[config.mk]
export PLATFORM = sky130hd
export DESIGN_NAME = memory_stage
export DESIGN_NICKNAME = d
export VERILOG_FILES = /design/src/rtl/memory_stage.sv
export SDC_FILE = /design/constraint.sdc
export NUM_CORES = 1
export LEC_CHECK = 0
export CAP_MARGIN = 20
export CORE_AREA = 2 2 211 213
export DETAILED_ROUTE_END_ITERATION = 10
export DIE_AREA = 0 0 213 215
export PLACE_DENSITY = 0.7
export SLEW_MARGIN = 25
export SYNTH_ARGS = -nofsm -noshare
export SYNTH_HDL_FRONTEND = slang
export SYNTH_SLANG_ARGS = --single-unit
export TNS_END_PERCENT = 30
[constraint.sdc]
create_clock -name clk -period 2.6 [get_ports clk]
set_clock_uncertainty 0.1 [all_clocks]
set_input_delay 0.39 -clock clk [delete_from_list [all_inputs] [get_ports clk]]
set_output_delay 0.39 -clock clk [all_outputs]
set_load 0.01 [all_outputs]
[src/rtl/memory_stage.sv]
// Memory pipeline stage: issues dbus loads/stores, aligns store lanes, extends load data,
// stalls execute while a request is outstanding and registers the result toward writeback.
module memory_stage #(
  parameter int XLEN = 64
) (
  input  logic            clk,
  input  logic            reset,
  input  logic            flush,
  input  logic            in_valid,
  input  logic [XLEN-1:0] in_pc,
  input  logic [1:0]      in_mem_op,
  input  logic [2:0]      in_funct3,
  input  logic [XLEN-1:0] in_addr,
  input  logic [XLEN-1:0] in_wdata,
  input  logic [4:0]      in_dst,
  input  logic            in_wen,
  output logic            stall,
  output logic            dreq_valid,
  output logic [XLEN-1:0] dreq_addr,
  output logic [2:0]      dreq_size,
  output logic [7:0]      dreq_strobe,
  output logic [XLEN-1:0] dreq_data,
  input  logic            dresp_data_ok,
  input  logic [XLEN-1:0] dresp_data,
  output logic            out_valid,
  output logic [XLEN-1:0] out_pc,
  output logic [4:0]      out_dst,
  output logic            out_wen,
  output logic [XLEN-1:0] out_result,
  output logic            out_error
);

  localparam logic [1:0] IDLE  = 2'd0;
  localparam logic [1:0] WAIT  = 2'd1;
  localparam logic [1:0] DRAIN = 2'd2;

  logic [1:0]      state_reg, state_next;
  logic [XLEN-1:0] addr_reg;
  logic [2:0]      funct3_reg;
  logic [7:0]      strobe_reg;
  logic [XLEN-1:0] data_reg;
  logic            load_reg;
  logic            latch_en;

  logic            is_load, is_store, mem_op, misaligned, mem;
  logic [7:0]      size_mask, in_strobe;
  logic [XLEN-1:0] in_sdata;

  logic            complete, comp_wen, comp_error;
  logic [XLEN-1:0] comp_result;

  // Lane select then extend; funct3[2] selects zero extension.
  function automatic logic [XLEN-1:0] extend_load(input logic [XLEN-1:0] raw,
                                                  input logic [2:0] f3,
                                                  input logic [2:0] off);
    logic [XLEN-1:0] lane;
    logic [XLEN-1:0] res;
    lane = raw >> {off, 3'b000};
    case (f3)
      3'b000:  res = {{56{lane[7]}}, lane[7:0]};
      3'b001:  res = {{48{lane[15]}}, lane[15:0]};
      3'b010:  res = {{32{lane[31]}}, lane[31:0]};
      3'b100:  res = {56'd0, lane[7:0]};
      3'b101:  res = {48'd0, lane[15:0]};
      3'b110:  res = {32'd0, lane[31:0]};
      default: res = lane;
    endcase
    return res;
  endfunction

  always_comb begin
    is_load  = (in_mem_op == 2'b01);
    is_store = (in_mem_op == 2'b10);
    mem_op   = in_valid && (is_load || is_store);
    case (in_funct3[1:0])
      2'd1:    misaligned = in_addr[0];
      2'd2:    misaligned = (in_addr[1:0] != 2'd0);
      2'd3:    misaligned = (in_addr[2:0] != 3'd0);
      default: misaligned = 1'b0;
    endcase
    mem = mem_op && !misaligned;
    case (in_funct3[1:0])
      2'd0:    size_mask = 8'h01;
      2'd1:    size_mask = 8'h03;
      2'd2:    size_mask = 8'h0F;
      default: size_mask = 8'hFF;
    endcase
    in_strobe = is_store ? (size_mask << in_addr[2:0]) : 8'h00;
    in_sdata  = in_wdata << {in_addr[2:0], 3'b000};
  end

  always_comb begin
    state_next  = state_reg;
    stall       = 1'b0;
    latch_en    = 1'b0;
    dreq_valid  = 1'b0;
    dreq_addr   = addr_reg;
    dreq_size   = {1'b0, funct3_reg[1:0]};
    dreq_strobe = strobe_reg;
    dreq_data   = data_reg;
    complete    = 1'b0;
    comp_wen    = in_wen;
    comp_error  = 1'b0;
    comp_result = in_addr;
    case (state_reg)
      IDLE: begin
        if (in_valid && !flush) begin
          if (mem) begin
            dreq_valid  = 1'b1;
            dreq_addr   = in_addr;
            dreq_size   = {1'b0, in_funct3[1:0]};
            dreq_strobe = in_strobe;
            dreq_data   = in_sdata;
            latch_en    = 1'b1;
            if (dresp_data_ok) begin
              complete = 1'b1;
              comp_wen = is_load && in_wen;
              if (is_load)
                comp_result = extend_load(dresp_data, in_funct3, in_addr[2:0]);
            end else begin
              stall      = 1'b1;
              state_next = WAIT;
            end
          end else if (mem_op) begin
            complete   = 1'b1;
            comp_error = 1'b1;
            comp_wen   = 1'b0;
          end else begin
            complete = 1'b1;
          end
        end
      end
      WAIT: begin
        dreq_valid = 1'b1;
        if (dresp_data_ok) begin
          state_next = IDLE;
          if (!flush) begin
            complete = 1'b1;
            comp_wen = load_reg && in_wen;
            if (load_reg)
              comp_result = extend_load(dresp_data, funct3_reg, addr_reg[2:0]);
          end
        end else begin
          stall = 1'b1;
          if (flush)
            state_next = DRAIN;
        end
      end
      DRAIN: begin
        // The bus cannot abort: keep the request up until it completes, then drop the data.
        dreq_valid = 1'b1;
        if (dresp_data_ok)
          state_next = IDLE;
        else
          stall = 1'b1;
      end
      default: state_next = IDLE;
    endcase
  end

  always_ff @(posedge clk) begin
    if (reset) begin
      state_reg  <= IDLE;
      addr_reg   <= '0;
      funct3_reg <= '0;
      strobe_reg <= '0;
      data_reg   <= '0;
      load_reg   <= 1'b0;
    end else begin
      state_reg <= state_next;
      if (latch_en) begin
        addr_reg   <= in_addr;
        funct3_reg <= in_funct3;
        strobe_reg <= in_strobe;
        data_reg   <= in_sdata;
        load_reg   <= is_load;
      end
    end
  end

  always_ff @(posedge clk) begin
    if (reset) begin
      out_valid  <= 1'b0;
      out_pc     <= '0;
      out_dst    <= '0;
      out_wen    <= 1'b0;
      out_result <= '0;
      out_error  <= 1'b0;
    end else if (complete && !flush) begin
      out_valid  <= 1'b1;
      out_pc     <= in_pc;
      out_dst    <= in_dst;
      out_wen    <= comp_wen;
      out_result <= comp_result;
      out_error  <= comp_error;
    end else begin
      out_valid <= 1'b0;
    end
  end

endmodule
# == Word level (Yosys, flattened, before mapping) ==
# Cells that the tools add are included.
# totals
memories,0
input_bits,272
reg_bits,278
romBits,0
wordCells,113
latchBits,0
ramBits,0
# op_classes
n_div,0
n_addsub,0
n_bitwise,0
multipliers,0
magnitude_cmp,0
n_eq_ne,22
shift,4
mux,58
n_reduce_logical,17
# op_table
op,count
64-bit two-way mux,13
64-bit case mux with 6 select lines,2
64-bit case mux with 2 select lines,1
64-bit by 6-bit >> shifter with 64-bit output,2
64-bit by 6-bit left shift with 64-bit output,1
8-bit two-way mux,4
8-bit case mux with 3 select lines,1
1-bit two-way mux,22
"3-bit == test, second input constant",6
2-bit two-way mux,9
"2-bit == test, second input constant",4
"2-bit inequality test, second input constant",4
1-bit case mux with 2 select lines,4
8-bit by 3-bit left shift with 8-bit output,1
"2-bit by 1-bit == test with 1-bit output, second input constant",3
"3-bit by 1-bit == test with 1-bit output, second input constant",2
"3-bit by 2-bit == test with 1-bit output, second input constant",2
1-bit logical AND,6
3-bit logical NOT,2
2-bit case mux with 3 select lines,1
5-bit AND reduction,1
2-bit logical NOT,2
"3-bit inequality test, second input constant",1
1-bit case mux with 3 select lines,1
other kinds (5),6

# == Depth between registers and ports, before layout ==
# logic_depth
ltp_word,9
depth_mapped,10
mapped_depth_nobuf,8

# == Worst setup path before layout ==
# No wires, ideal clock.
# synth_timing
path_kind,input to output
from,input port in_mem_op[0]
to,output port dreq_addr[10]
arrival_ns,1.887
path_stages,9
n_path_buf,3
slack_ns,0.223
path_cell_list,inv_1 > ha_1 > and4bb_2 > nand2_2 > buf_2 > buf_2 > buf_1 > nand2_1 > nand2_1
# synth_between
elab_chain_len,7
word_cells_on_any_way,8
cone_classes,eq/ne (2); mux (3); reduce/logical (3)
# synth_rtl
element,line_no,text
from (decl),11,"input logic [1:0] in_mem_op,"
2-bit by 1-bit == test with 1-bit output / 2-bit == test (equally long branches),"72, 73",
1-bit logical OR *,74,mem_op = in_valid && (is_load || is_store);
1-bit logical AND *,74,
1-bit logical AND *,81,mem = mem_op && !misaligned;
64-bit two-way mux *,108,if (mem) begin
64-bit two-way mux *,107,if (in_valid && !flush) begin
64-bit two-way mux *,105,case (state_reg)
to (decl),19,"output logic [XLEN-1:0] dreq_addr,"
# Every way passes the cells marked *; elsewhere a longest branch is shown, timed or not.

# == Worst setup path in the final report ==
# layout_timing
from,register state_reg[0]
to,output port dreq_data[53]
# layout_between
elab_chain_len,2
# layout_rtl
element,line_no,text
from (decl),37,"logic [1:0] state_reg, state_next;"
from (signal assigned),170,state_reg <= state_next;
2-bit logical NOT,105,
64-bit two-way mux,105,
to (decl),22,"output logic [XLEN-1:0] dreq_data,"
# Every way passes these cells.

==> metrics.md <==
| Metric | Value |
|---|---|
| CTS tree | yes |
| Worst-path clk slew | around 60 ps |
| Die Wd | 213 µm |
| Hold Path Depth | 2 |
| Worst r2r path cells | 11 |
| RePlAce Congestion | 1.023 |
| Tcrit/Tclk final | 110.0% |
| Worst-Skew Late Latency | around 560 ps |
| Via count | roughly 21,000 |
| Root Driver | clkbuf_16 |
| Post-synth top cells | nand2_1, dfxtp_1, a21oi_1 |
| Crit path launch | state_reg[0]$_SDFFE_PP0P_ |
| Die Height | between 200 and 250 µm |
| Yosys top cell by area | dfxtp_1 |
| Clock sink count | 278 |
| Syn Nets | 2,498 |
| Synth top area cells | dfxtp_1, nand2_1, mux2i_1, mux4_2, a21oi_1 |
| Post-layout instance area | between 20,000 and 30,000 µm² |
| Main synth FF type | dfxtp_1 |
| Layout cells sized above 1 | 28.37% |
| Lkg Pwr | approximately 11 nW |
| Htree depth | 2 |
| Hold path start | reset |
| Post-synthesis mux area share | 16.82% |
| Pre-Repair DR Iteration Count | 6 |
| Post-synthesis simple-gate area fraction | 22.61% |
| Core area | about 44,000 µm² |
| Drt total wl | 88,740 µm |
| Worst path arrival time | about 2400 ps |
| Clk buf depth | 3 |
| Initial DRC count | 2,195 |
| Drt via density | approximately 5.8 |
| CP max stage cell | dfxtp_2 |
| Combinational power share | 25.5% |
| Status | complete, but fails checks |
| Post-DR wirelength/cell | 24.43 µm |
| Pin count of the biggest net entering global routing | 96 |
| Actual slew at the worst max-slew pin | 619.4 ps |
| # nets final | around 3,300 |
| Most common cell in the netlist | nand2_1 |
| Seq cells post-synth | 278 |
| Synth top area share | roughly a third |
| Worst-path cell chain | inv_2 > ha_4 > and4bb_4 > and2_4 > buf_12 > buf_12 > buf_8 > o211ai_1 > o21a_1 > buf_2 |
| Post-DP Area | 25,590 µm² |
| CP top delay family | buffers and inverters |
| Buffers and inverters on the worst path | 5 |
| Worst VDD drop | roughly 0.36 mV |
| Row cnt | 77 |
| Crit path launch type | flip-flop |
| Global-route wire length before repair | 126,800 µm |
| Reg2reg start | state_reg[0]$_SDFFE_PP0P_ |
| Area grow syn2layout | 61.91% |
| Total CTS buffers | 35 |
| Clock share of power | 39.5% |
| Adder-cell share of the synthesized area | 0.4338% |
| Fin util | 64.21% |
| Initial antenna violation count | 14 |
| Critical Path RT | between 2000 and 2500 ps |
| RSZ-0062 raised after global routing | true |
| Crit Path Max Fanout | 8 |
| Pwr/cell area | 460.5 nW/µm² |
| Slew HR | between 50% and 60% |
| Grt total ovfl | 0 |
| ANT nets after route | 0 |
| EDFF count, synth | 0 |
| NetSw | roughly 0.0038 W |
| Distinct cells, synth | 80 |
| Die ar. | 45,800 µm² |
| GRT Util Overall | 36.79% |
| Initial Utilization | 39.65% |
| CP Capture Type | output pin |
| Synth async-reset ratio | 0% |
| Min-Delay Path Class | in -> reg |
| Top cell by count, worst path | buf_12 |
| Delay of the slowest critical-path stage | between 300 and 400 ps |
| Post-synthesis xor/xnor area fraction | 0% |
| Pins Over Slew Limit | 0 |
| Max Cap Viol | 0 |
| Synthesized area | 17,310 µm² |
| Setup violations, final | between 100 and 150 |
| DRC Markers | 0 |
| Sw frac | 29.37% |
| Syn. warnings | 0 |
| Critical path type | reg -> out |
| Min setup slack post-route | -260.8 ps |
| Post-layout minimum cycle time | approximately 2900 ps |
| Via count of the first global-routing pass | 19,970 |
| Final Hold Viols | 0 |
| Top Ports | 549 |
| Failing checks | negative setup slack |
| Mapped Cells | 2,220 |
| Fmax | between 0.3 and 0.4 GHz |
| Dpl hpwl | 66,830 µm |
| Internal power | 0.009113 W |
| Compound-Gate Fraction of Synth Area | 21.93% |
| Sequential area share after synthesis | between 30% and 40% |
| Stages on worst setup path | 10 |
| IO Port Bufs | between 500 and 600 |
| Seq pwr share | approximately a third |
| Main combinational cell family by area after synthesis | simple AND/OR/NAND/NOR gates |
| Avg Cell Area, Syn | between 7 and 8 µm² |
| Fillers | between 3,000 and 4,000 |
[worst reg2reg max path, delay by kind of cell (launching register included)]
kind            cells  cell delay, ps
compound gates      3             720
simple gates        2             360
fa+ha+maj           1             160
flops               1             350
buf+inv             5             750
[logic make-up (layout without fill, tap and decap cells)]
group	Yosys count	after routing
mux	228	228
simple gates	902	904
fa+ha+maj	6	6
other cells	1	11
flops	278	278
buf+inv	217	1026
compound gates	588	588
[power by group through the flow]
stage	combinational (W)	clock [W]	sequential, W
floorplan	0.00124	0	0.00465
global placement	0.00302	0	0.00460
detailed placement	0.00304	0	0.00461
CTS	0.00314	0.00515	0.00451
global route	0.00345	0.00532	0.00453
finish	0.00329	0.00509	0.00452
[metal layers]
layer | vias to the layer above | share of wire (%) | routed length [µm] | global-route usage, %
li1 | 9522 | - | - | -
met1 | 10060 | 38 | 34050 | 45.63
met2 | 1206 | 47 | 41410 | 60.42
met3 | 217 | 9.9 | 8826 | 8.300
met4 | 6 | 5.0 | 4425 | 16.92
met5 | - | 0.039 | 35 | 0
[final timing paths]
| check | endpoint | slack, ps |
|---|---|---|
| setup / recovery | dreq_data[53] | -260 |
| hold / removal | out_result[47]$_SDFFE_PP0P_ | 180 |
| setup reg to reg | out_result[7]$_SDFFE_PP0P_ | 100 |
| hold reg to reg | out_pc[37]$_SDFFE_PP0P_ | 350 |
[per-stage QoR]
step                      setup slack, ps  hold WS (ps)  cells  total power [W]  TNS, ps
final                              -260.8         179.6   3633          0.01290   -15840
after global routing               -319.4         188.8   3631          0.01331   -24430
after CTS                          -277.8         141.6   3603          0.01280   -21750
after detailed placement           -975.1         345.9   3515         0.007650  -169190
after global placement             -906.2         341.1   3515         0.007622  -156240
after floorplan                     222.9         339.7   2220         0.005887        0
[layout by cell type, fill, tap and decap left out, drive strengths merged, types with 9 or more instances in the layout]
cell	Yosys	layout
mux4	47	47
a32oi	11	11
nor2b	90	90
a32o	9	9
buf	106	518
clkdlybuf4s50	0	400
nor2	122	122
o221ai	26	26
mux2	33	33
nor3	24	24
o31ai	14	14
a21oi	190	190
a22oi	13	13
nand4	16	16
dfxtp	278	278
a311oi	17	17
o21bai	10	10
clkbuf	95	74
a211oi	34	34
diode	0	10
inv	16	17
nand3	30	30
nand2	567	569
o211ai	25	25
a31oi	16	16
and2	18	18
mux2i	148	148
o21ai	146	146
[final cells by class]
class                      count  area (µm²)  area share (%)
antenna                       10       25.02         0.08930
clock buffer                  50       993.5           3.545
clock inverter                12       183.9          0.6564
inverter                      16       60.06          0.2143
multi-input combinational   1727       11570           41.28
sequential                   278        5570           19.88
tap                          592       740.7           2.643
timing repair buffer         948        8880           31.69
[what timing repair did]
item                                    4_1_cts  5_1_grt
hold buffers                                  0        0
endpoints found under the setup margin      148      159
pin swaps                                    29       43
hold endpoints to repair                      0        0
setup buffers                                17       16
cloned                                       11        7
resized for setup                           623      303
No activity file was read; power rests on OpenSTA's default activity.
